[config.mk]
export PLATFORM = sky130hd
export DESIGN_NAME = cnn_layer_sequencer
export DESIGN_NICKNAME = d
export VERILOG_FILES = /design/src/rtl/cnn_layer_sequencer.sv
export SDC_FILE = /design/constraint.sdc
export NUM_CORES = 1
export LEC_CHECK = 0
export ABC_AREA = 1
export CAP_MARGIN = 20
export CELL_PAD_IN_SITES_DETAIL_PLACEMENT = 2
export CELL_PAD_IN_SITES_GLOBAL_PLACEMENT = 2
export CORE_ASPECT_RATIO = 0.7
export CORE_UTILIZATION = 15
export CTS_BUF_LIST = sky130_fd_sc_hd__clkbuf_8
export DETAILED_ROUTE_END_ITERATION = 7
export HOLD_SLACK_MARGIN = 0.15
export MAX_ROUTING_LAYER = met4
export PLACE_DENSITY_LB_ADDON = 0.1
export SKIP_LAST_GASP = 1
export SLEW_MARGIN = 20
export SYNTH_ARGS = -nofsm -noshare
export SYNTH_HDL_FRONTEND = slang
export SYNTH_SLANG_ARGS = --single-unit
[constraint.sdc]
create_clock -name clk -period 2.6 [get_ports clk]
set_clock_uncertainty 0.15 [all_clocks]
set_input_delay 0.52 -clock clk [delete_from_list [all_inputs] [get_ports clk]]
set_output_delay 0.52 -clock clk [all_outputs]
set_load 0.005 [all_outputs]
[src/rtl/cnn_layer_sequencer.sv]
// Layer scheduler for the CNN pipeline: launches engines in order through init/done,
// multiplexes the shared param/fmap bank ports onto the active layer, and runs a per-layer watchdog.
module cnn_layer_sequencer #(
    parameter int N_LAYERS     = 6,
    parameter int IDX_W        = 3,
    parameter int TIMEOUT      = 2000000,
    parameter int DRAIN_CYCLES = 4
) (
    input  logic                   clk,
    input  logic                   rstn,
    input  logic                   start,
    output logic                   busy,
    output logic                   done,
    output logic                   error,
    output logic [IDX_W-1:0]       cur_layer,
    output logic [3:0]             label,
    input  logic [3:0]             label_in,
    output logic [N_LAYERS-1:0]    layer_init,
    input  logic [N_LAYERS-1:0]    layer_done,
    input  logic [N_LAYERS*16-1:0] l_pbank_addr,
    input  logic [N_LAYERS-1:0]    l_pbank_en,
    input  logic [N_LAYERS*15-1:0] l_fbank_raddr,
    input  logic [N_LAYERS-1:0]    l_fbank_ren,
    input  logic [N_LAYERS*15-1:0] l_fbank_waddr,
    input  logic [N_LAYERS*8-1:0]  l_fdata_w,
    input  logic [N_LAYERS-1:0]    l_fbank_wen,
    output logic [15:0]            pbank_addr,
    output logic                   pbank_en,
    output logic [14:0]            fbank_raddr,
    output logic                   fbank_ren,
    output logic [14:0]            fbank_waddr,
    output logic [7:0]             fdata_w,
    output logic                   fbank_wen
);

    localparam int WD_NEED = $clog2(TIMEOUT + 1);
    localparam int WD_W    = (WD_NEED > 22) ? WD_NEED : 22;
    localparam int DR_W    = (DRAIN_CYCLES > 1) ? $clog2(DRAIN_CYCLES) : 1;

    typedef enum logic [2:0] {
        S_IDLE,
        S_LAUNCH,
        S_RUN,
        S_DRAIN,
        S_FINISH,
        S_ERROR
    } state_t;

    state_t              state_q, state_d;
    logic [IDX_W-1:0]    idx_q, idx_d;
    logic [WD_W-1:0]     wdog_q, wdog_d;
    logic [DR_W-1:0]     drain_q, drain_d;
    logic                busy_q, busy_d;
    logic                done_q, done_d;
    logic                error_q, error_d;
    logic [3:0]          label_q, label_d;
    logic [N_LAYERS-1:0] init_q, init_d;

    always_ff @(posedge clk or negedge rstn) begin
        if (!rstn) begin
            state_q <= S_IDLE;
            idx_q   <= '0;
            wdog_q  <= '0;
            drain_q <= '0;
            busy_q  <= 1'b0;
            done_q  <= 1'b0;
            error_q <= 1'b0;
            label_q <= '0;
            init_q  <= '0;
        end else begin
            state_q <= state_d;
            idx_q   <= idx_d;
            wdog_q  <= wdog_d;
            drain_q <= drain_d;
            busy_q  <= busy_d;
            done_q  <= done_d;
            error_q <= error_d;
            label_q <= label_d;
            init_q  <= init_d;
        end
    end

    always_comb begin
        state_d = state_q;
        idx_d   = idx_q;
        wdog_d  = wdog_q;
        drain_d = drain_q;
        case (state_q)
            S_IDLE: begin
                if (start) begin
                    idx_d   = '0;
                    state_d = S_LAUNCH;
                end
            end
            S_LAUNCH: begin
                wdog_d  = '0;
                state_d = S_RUN;
            end
            S_RUN: begin
                if (wdog_q != WD_W'(TIMEOUT)) begin
                    wdog_d = wdog_q + 1'b1;
                end
                // done is checked first so it wins over a coincident timeout
                if (layer_done[idx_q]) begin
                    drain_d = '0;
                    state_d = S_DRAIN;
                end else if (wdog_q == WD_W'(TIMEOUT - 1)) begin
                    state_d = S_ERROR;
                end
            end
            S_DRAIN: begin
                drain_d = drain_q + 1'b1;
                if (drain_q == DR_W'(DRAIN_CYCLES - 1)) begin
                    if (idx_q == IDX_W'(N_LAYERS - 1)) begin
                        state_d = S_FINISH;
                    end else begin
                        idx_d   = idx_q + 1'b1;
                        state_d = S_LAUNCH;
                    end
                end
            end
            S_FINISH: state_d = S_IDLE;
            S_ERROR: begin
                if (start) begin
                    state_d = S_IDLE;
                end
            end
            default: state_d = S_IDLE;
        endcase
    end

    // Registered outputs are derived from the next state so they line up with the state itself.
    always_comb begin
        busy_d  = (state_d == S_LAUNCH) || (state_d == S_RUN) ||
                  (state_d == S_DRAIN)  || (state_d == S_FINISH);
        done_d  = (state_d == S_FINISH);
        error_d = (state_d == S_ERROR);
        init_d  = '0;
        if (state_d == S_LAUNCH) begin
            init_d = {{(N_LAYERS-1){1'b0}}, 1'b1} << idx_d;
        end
        label_d = label_q;
        if (state_d == S_FINISH) begin
            label_d = label_in;
        end
    end

    logic [15:0] pa_arr [N_LAYERS];
    logic [14:0] ra_arr [N_LAYERS];
    logic [14:0] wa_arr [N_LAYERS];
    logic [7:0]  wd_arr [N_LAYERS];

    generate
        for (genvar gi = 0; gi < N_LAYERS; gi++) begin : g_unpack
            assign pa_arr[gi] = l_pbank_addr[gi*16 +: 16];
            assign ra_arr[gi] = l_fbank_raddr[gi*15 +: 15];
            assign wa_arr[gi] = l_fbank_waddr[gi*15 +: 15];
            assign wd_arr[gi] = l_fdata_w[gi*8 +: 8];
        end
    endgenerate

    logic grant;
    assign grant = (state_q == S_LAUNCH) || (state_q == S_RUN) || (state_q == S_DRAIN);

    always_comb begin
        pbank_addr  = '0;
        pbank_en    = 1'b0;
        fbank_raddr = '0;
        fbank_ren   = 1'b0;
        fbank_waddr = '0;
        fdata_w     = '0;
        fbank_wen   = 1'b0;
        if (grant) begin
            pbank_addr  = pa_arr[idx_q];
            pbank_en    = l_pbank_en[idx_q];
            fbank_raddr = ra_arr[idx_q];
            fbank_ren   = l_fbank_ren[idx_q];
            fbank_waddr = wa_arr[idx_q];
            fdata_w     = wd_arr[idx_q];
            fbank_wen   = l_fbank_wen[idx_q];
        end
    end

    assign busy       = busy_q;
    assign done       = done_q;
    assign error      = error_q;
    assign cur_layer  = idx_q;
    assign label      = label_q;
    assign layer_init = init_q;

endmodule
; ---- Word-level counts from Yosys, hierarchy flattened
; Index checks and enable logic that the tools add are counted.
[op_classes]
n_addsub = 3
n_mul = 0
n_div = 0
magnitude_cmp = 2
n_eq_ne = 15
n_shift = 1
mux = 43
n_bitwise = 1
reduce_logical = 10
[ops]
columns = op, count
row1 = binary-select mux 15 bit (select 3 bit), 2
row2 = two-way mux 15 bit, 6
row3 = binary-select mux 16 bit (select 3 bit), 1
row4 = two-way mux 16 bit, 3
row5 = case mux 22 bit (2 select lines), 1
row6 = two-way mux 3 bit, 9
row7 = binary-select mux 8 bit (select 3 bit), 1
row8 = two-way mux 8 bit, 3
row9 = adder 22 x 1 -> 22 bit (second input constant), 1
row10 = equality test 22 x 21 -> 1 bit (second input constant), 1
row11 = two-way mux 22 bit, 1
row12 = != test 22 x 21 -> 1 bit (second input constant), 1
row13 = case mux 3 bit (5 select lines), 1
row14 = binary-select mux 1 bit (select 3 bit), 4
row15 = equality test 3 x 2 -> 1 bit (second input constant), 4
row16 = equality test 3 bit (second input constant), 4
row17 = two-way mux 1 bit, 7
row18 = equality test 3 x 1 -> 1 bit (second input constant), 2
row19 = two-way mux 6 bit, 1
row20 = case mux 3 bit (2 select lines), 1
row21 = left shift 1 x 3 -> 6 bit (first input constant), 1
row22 = logical OR 1 bit, 5
row23 = greater-or-equal comparator 4 bit (second input constant), 1
row24 = less-than comparator 3 x 4 -> 1 bit (second input constant), 1
row25 = 10 further kinds, 13
[word_totals]
regBits = 43
latchBits = 0
mem_bits_rw = 0
romBits = 0
in_bits = 355
word_cells = 84
memories = 0

; ---- Longest topological paths before layout
[depth]
ltp_word = 8
depth_mapped = 13

; ---- Worst setup path after synthesis
; No wires, ideal clock.
[synth_path]
path_type = register to register
from = reg idx_q[1] (netlist: cur_layer[1])
to = reg busy_q (netlist: busy)
setup_time_ns = 0.123
t_arrival_ns = 1.893
t_required_ns = 2.327
path_slack_ns = 0.434
stages_incl_launch_ff = 13
cell_sequence = dfrtp_1 > inv_2 > buf_2 > clkbuf_1 > ha_1 > nand2_1 > nor2_1 > o21bai_1 > nand2_1 > nand2_1 > nor2_1 > nand2_1 > nand2_1
[synth_via]
elab_chain_len = 8
word_cells_on_any_way = 14
classes_between = eq/ne (5) / mux (6) / reduce/logical (3)
[synth_rtl]
columns = element, line_no
row1 = "start, declared", 50  ; logic [IDX_W-1:0] idx_q, idx_d;
row2 = "start signal, assigned", 72  ; idx_q <= idx_d;
row3 = binary-select mux 1 bit (select 3 bit) / equality test 3 bit (equally long branches), "104, 114"
row4 = two-way mux 1 bit (not written as such) / two-way mux 3 bit (equally long branches), "104, 114"
row5 = "two-way mux 3 bit, on equally long branches", "104, 113"
row6 = case mux 3 bit (5 select lines) *, 88  ; case (state_q)
row7 = equality test 3 x 1 -> 1 bit / equality test 3 x 2 -> 1 bit (equally long branches), 134  ; busy_d = (state_d == S_LAUNCH) || (state_d == S_RUN) ||
row8 = logical OR 1 bit (2 in series), 134
row9 = logical OR 1 bit *, 135  ; (state_d == S_DRAIN) || (state_d == S_FINISH);
row10 = via busy_d, 53  ; logic busy_q, busy_d;
row11 = "end signal, assigned", 75  ; busy_q <= busy_d;
row12 = "end, declared", 53
; Mark *: on every way through the listed nets, which the timed path passes. The rest lies on a longest branch. The select of a mux whose other input is x is not followed.
; A chain may end at the register's enable or synchronous reset.

; ---- Final worst setup path
[layout_path]
from = reg idx_q[0] (netlist: cur_layer[0])
to = out fbank_raddr[0]
[layout_via]
elab_chain_len = 5
[layout_rtl]
columns = element, line_no
row1 = NOT 3 -> 4 bit (not written as such), 176  ; fbank_raddr = ra_arr[idx_q];
row2 = binary-select mux 15 bit (select 3 bit), 176
row3 = two-way mux 15 bit (not written as such) (2 in series), 176
row4 = two-way mux 15 bit, 173  ; if (grant) begin
row5 = "end, declared", 29  ; output logic [14:0] fbank_raddr,
; Every way passes these cells. The select of a mux whose other input is x is not followed.

==> flow_summary.toml <==
[run]
maxCapViolCount = 0

[global_routing]
antenna_found_initial = 29
grt_pass1_wl_mm = 66.9
grt_use_total_pct = 24.6
gr-total-overflow = 0
grt_pass1_vias = 10049
grt_max_degree = 55

[worst_setup_path]
cp-start-kind = "flip-flop"
cp_data_required_time_ns = 1.93
worstPathArrival_ns = 2.08
path_max_fanout = 8
crit_top_cell = "buf_12"
crit_type = "flip-flop to primary output"
crit_path_max_incr_delay_ns = 0.53
path_cells = "clkinv_8 > buf_12 > buf_8 > buf_12 > buf_12 > buf_8 > o21ai_1 > a21oi_2 > buf_4"
end_kind = "primary output"
crit_buf_inv = 7
cp_slowest_cell = "dfrtp_4"
cp_top_family = "buffers and inverters"

[sta]
slew_viol_final = 0
grt_setup_unrepaired = "true"
whs_ns = 0.345
final_hold_viol_count = 0
worstMarginPinSlew_ns = 0.558
setup_viol = 46
fmax_mhz = 364
relSlewSlack_pct = 62.8
fin_ws_ns = -0.146
finalCriticalPeriod_ns = 2.75
timing.final.crit_share_pct = 106

[synthesis]
synth-compound-area-share_pct = 27.7
yosys.area_share.simple_pct = 40.1
async_reset_ff_share_pct = 100
synth_top_area_cell = "dfrtp_1"
synth-seq-cells = 43
ys_types = 33
netlist.area_leader.share_pct = 19.2
synth_edf_count = 0
synth.area.mux_share_pct = 0
synth_xor_area_share_pct = 1.56
synth_fa_ha_area_share_pct = 1.12
yosys_warnings = 0
synth_top_family_by_area = "simple AND/OR/NAND/NOR gates"
synth_common_cells = "nor2_1 (273), nand2_1 (159), o21ai_0 (133)"
ys.flop_type = "dfrtp_1"
syn_inst = 984
synth_area_leaders = "dfrtp_1 (19%), nor2_1 (18%), o21ai_0 (12%), nand2_1 (11%), o32ai_1 (8.8%)"
seq_area_frac_synth_pct = 19.2
synth.avg_cell_area_um2 = 5.69
synth_area_um2 = 5600
syn_nets = 1344
synth.most_common_cell = "nor2_1"

[floorplanning]
die_x_um = 233
initial_core_util_pct = 15.4
io_pins = 428
design.core.area_um2 = 36400
floorplan.die.height_um = 164
core.rowCount = 58
die_area_um2 = 38100

[cells_and_area]
utilization_pct = 36.0
syn2layout_area_growth_pct = 133
drive_gt1_share_pct = 28.2
fin_nets = 1864
final_cell_area_um2 = 13100

[pwr]
swShare_pct = 48.1
max-vdd-ir-drop_mv = 0.240
finalPower_mw = 7.45
p_clk_share_pct = 7.0
combPwrFrac_pct = 81.7
p_int_mw = 3.87
seq_power_share_pct = 11.4
p_leak_nw = 5.27
switchingPower_mw = 3.59
power_density_nw_per_um2 = 570

[drt]
post_drt_wl_per_cell_um = 23.5
drc = 0
drt_wl_total_mm = 47.4
vias_per_cell = 4.59
dr.pass1.iters = 4
vias = 9255
initialDrtViolationCount = 350
postRouteAntennaNets = 0

[placed_design]
gp_congestion = 0.866
hpwl_mm = 34.7
place_ws_ns = -0.507
port_buffers = 427
placedInstanceArea_um2 = 10900

[hold_path]
hold_path_class = "flip-flop to flip-flop"

[clock_tree]
cts_buffers = 5
cts.root.buffer_cell = "clkbuf_8"
cts_tree = "yes"
cts.clk_slew.worst_paths_ns = 0.10
insertion_delay_ns = 0.33
htree_levels = 2
clockBufferDepth = 2
cts_num_sinks = 43

[outcome]
status = "finished with violations"
violations = "setup timing"
## cells in the final DEF (no fill, tap or decap), drive strengths merged, types with 39 or more instances in the layout
| master | n |
|---|---|
| nor3 | 63 |
| o32ai | 56 |
| dfrtp | 43 |
| o21ai | 140 |
| nor2 | 276 |
| nand3 | 39 |
| clkdlybuf4s50 | 369 |
| a21oi | 59 |
| nand2 | 161 |
| buf | 214 |
## tightest hold or removal path, stage by stage (launching register included)
cell and delay [ns]:
dfrtp_1 0.35, nand2_1 0.06, nand2_1 0.06
## what timing repair did
action / in CTS / in global routing
hold buffers: 1 / 0
resized for setup: 407 / 183
setup buffers: 59 / 18
gates cloned: 15 / 3
endpoints found under the setup margin: 57 / 60
pin swaps: 95 / 113
hold endpoints to repair: 19 / 0
## stage by stage
step           TNS, ns  std cells
5_1_grt          -9.52       2014
4_1_cts          -5.43       1971
3_3_place_gp     -9.28       1889
2_1_floorplan        0        984
3_5_place_dp     -9.73       1889
6_report         -3.71       2015
## cell families after synthesis
family / count (synthesis)
flip-flops: 43
AO/OA/AOI/OAI: 264
AND/OR/NAND/NOR: 544
adder cells (fa/ha/maj): 5
buffers and inverters: 118
XOR/XNOR: 10
## routing by layer
metal  track usage (%)  wire length [um]  share of wire, %
met5                 -                 0                 0
met4              8.41              1460               3.1
met3              7.15              3010               6.3
met2              41.3             22900                48
met1              28.0             20000                42
## path summary, 6_finish.rpt
check                                       start                 endpoint  slack, ns  cells after the start
max                        cur_layer[0]$_DFF_PN0_           fbank_raddr[0]      -0.15                      9
min in group asynchronous                    rstn     label[1]$_DFFE_PN0P_       0.55                      2
max in group asynchronous                    rstn  layer_init[4]$_DFF_PN0_       1.21                      3
min                          label[2]$_DFFE_PN0P_     label[2]$_DFFE_PN0P_       0.35                      2
max reg2reg                cur_layer[0]$_DFF_PN0_     label[3]$_DFFE_PN0P_       0.10                     12
min reg2reg                  label[2]$_DFFE_PN0P_     label[2]$_DFFE_PN0P_       0.35                      2
## power groups by stage
| stage | sequential [mW] | clock (mW) | combinational [mW] |
|---|---|---|---|
| 2_1_floorplan | 0.847 | 0 | 2.13 |
| 6_report | 0.847 | 0.519 | 6.09 |
| 3_3_place_gp | 0.851 | 0 | 5.02 |
| 5_1_grt | 0.861 | 0.571 | 6.54 |
| 3_5_place_dp | 0.855 | 0 | 5.07 |
| 4_1_cts | 0.846 | 0.544 | 5.70 |
## sequential cells by signal (all words and copies together) (netlist names)
signal / count
wdog_q: 22
cur_layer: 3
layer_init: 6
busy: 1
error: 1
state_q: 3
label: 4
done: 1
drain_q: 2
## final cells by class
type	count	area (um2)
fillers	4213	23300
repair buffers	592	6160
multi-input cells	823	4900
flip-flops and latches	43	1080
well taps	480	601
inverters	39	166
clock buffers	6	82.6
diodes	30	75.1
clock inverters	2	16.3
(Power assumes the default switching activity.)
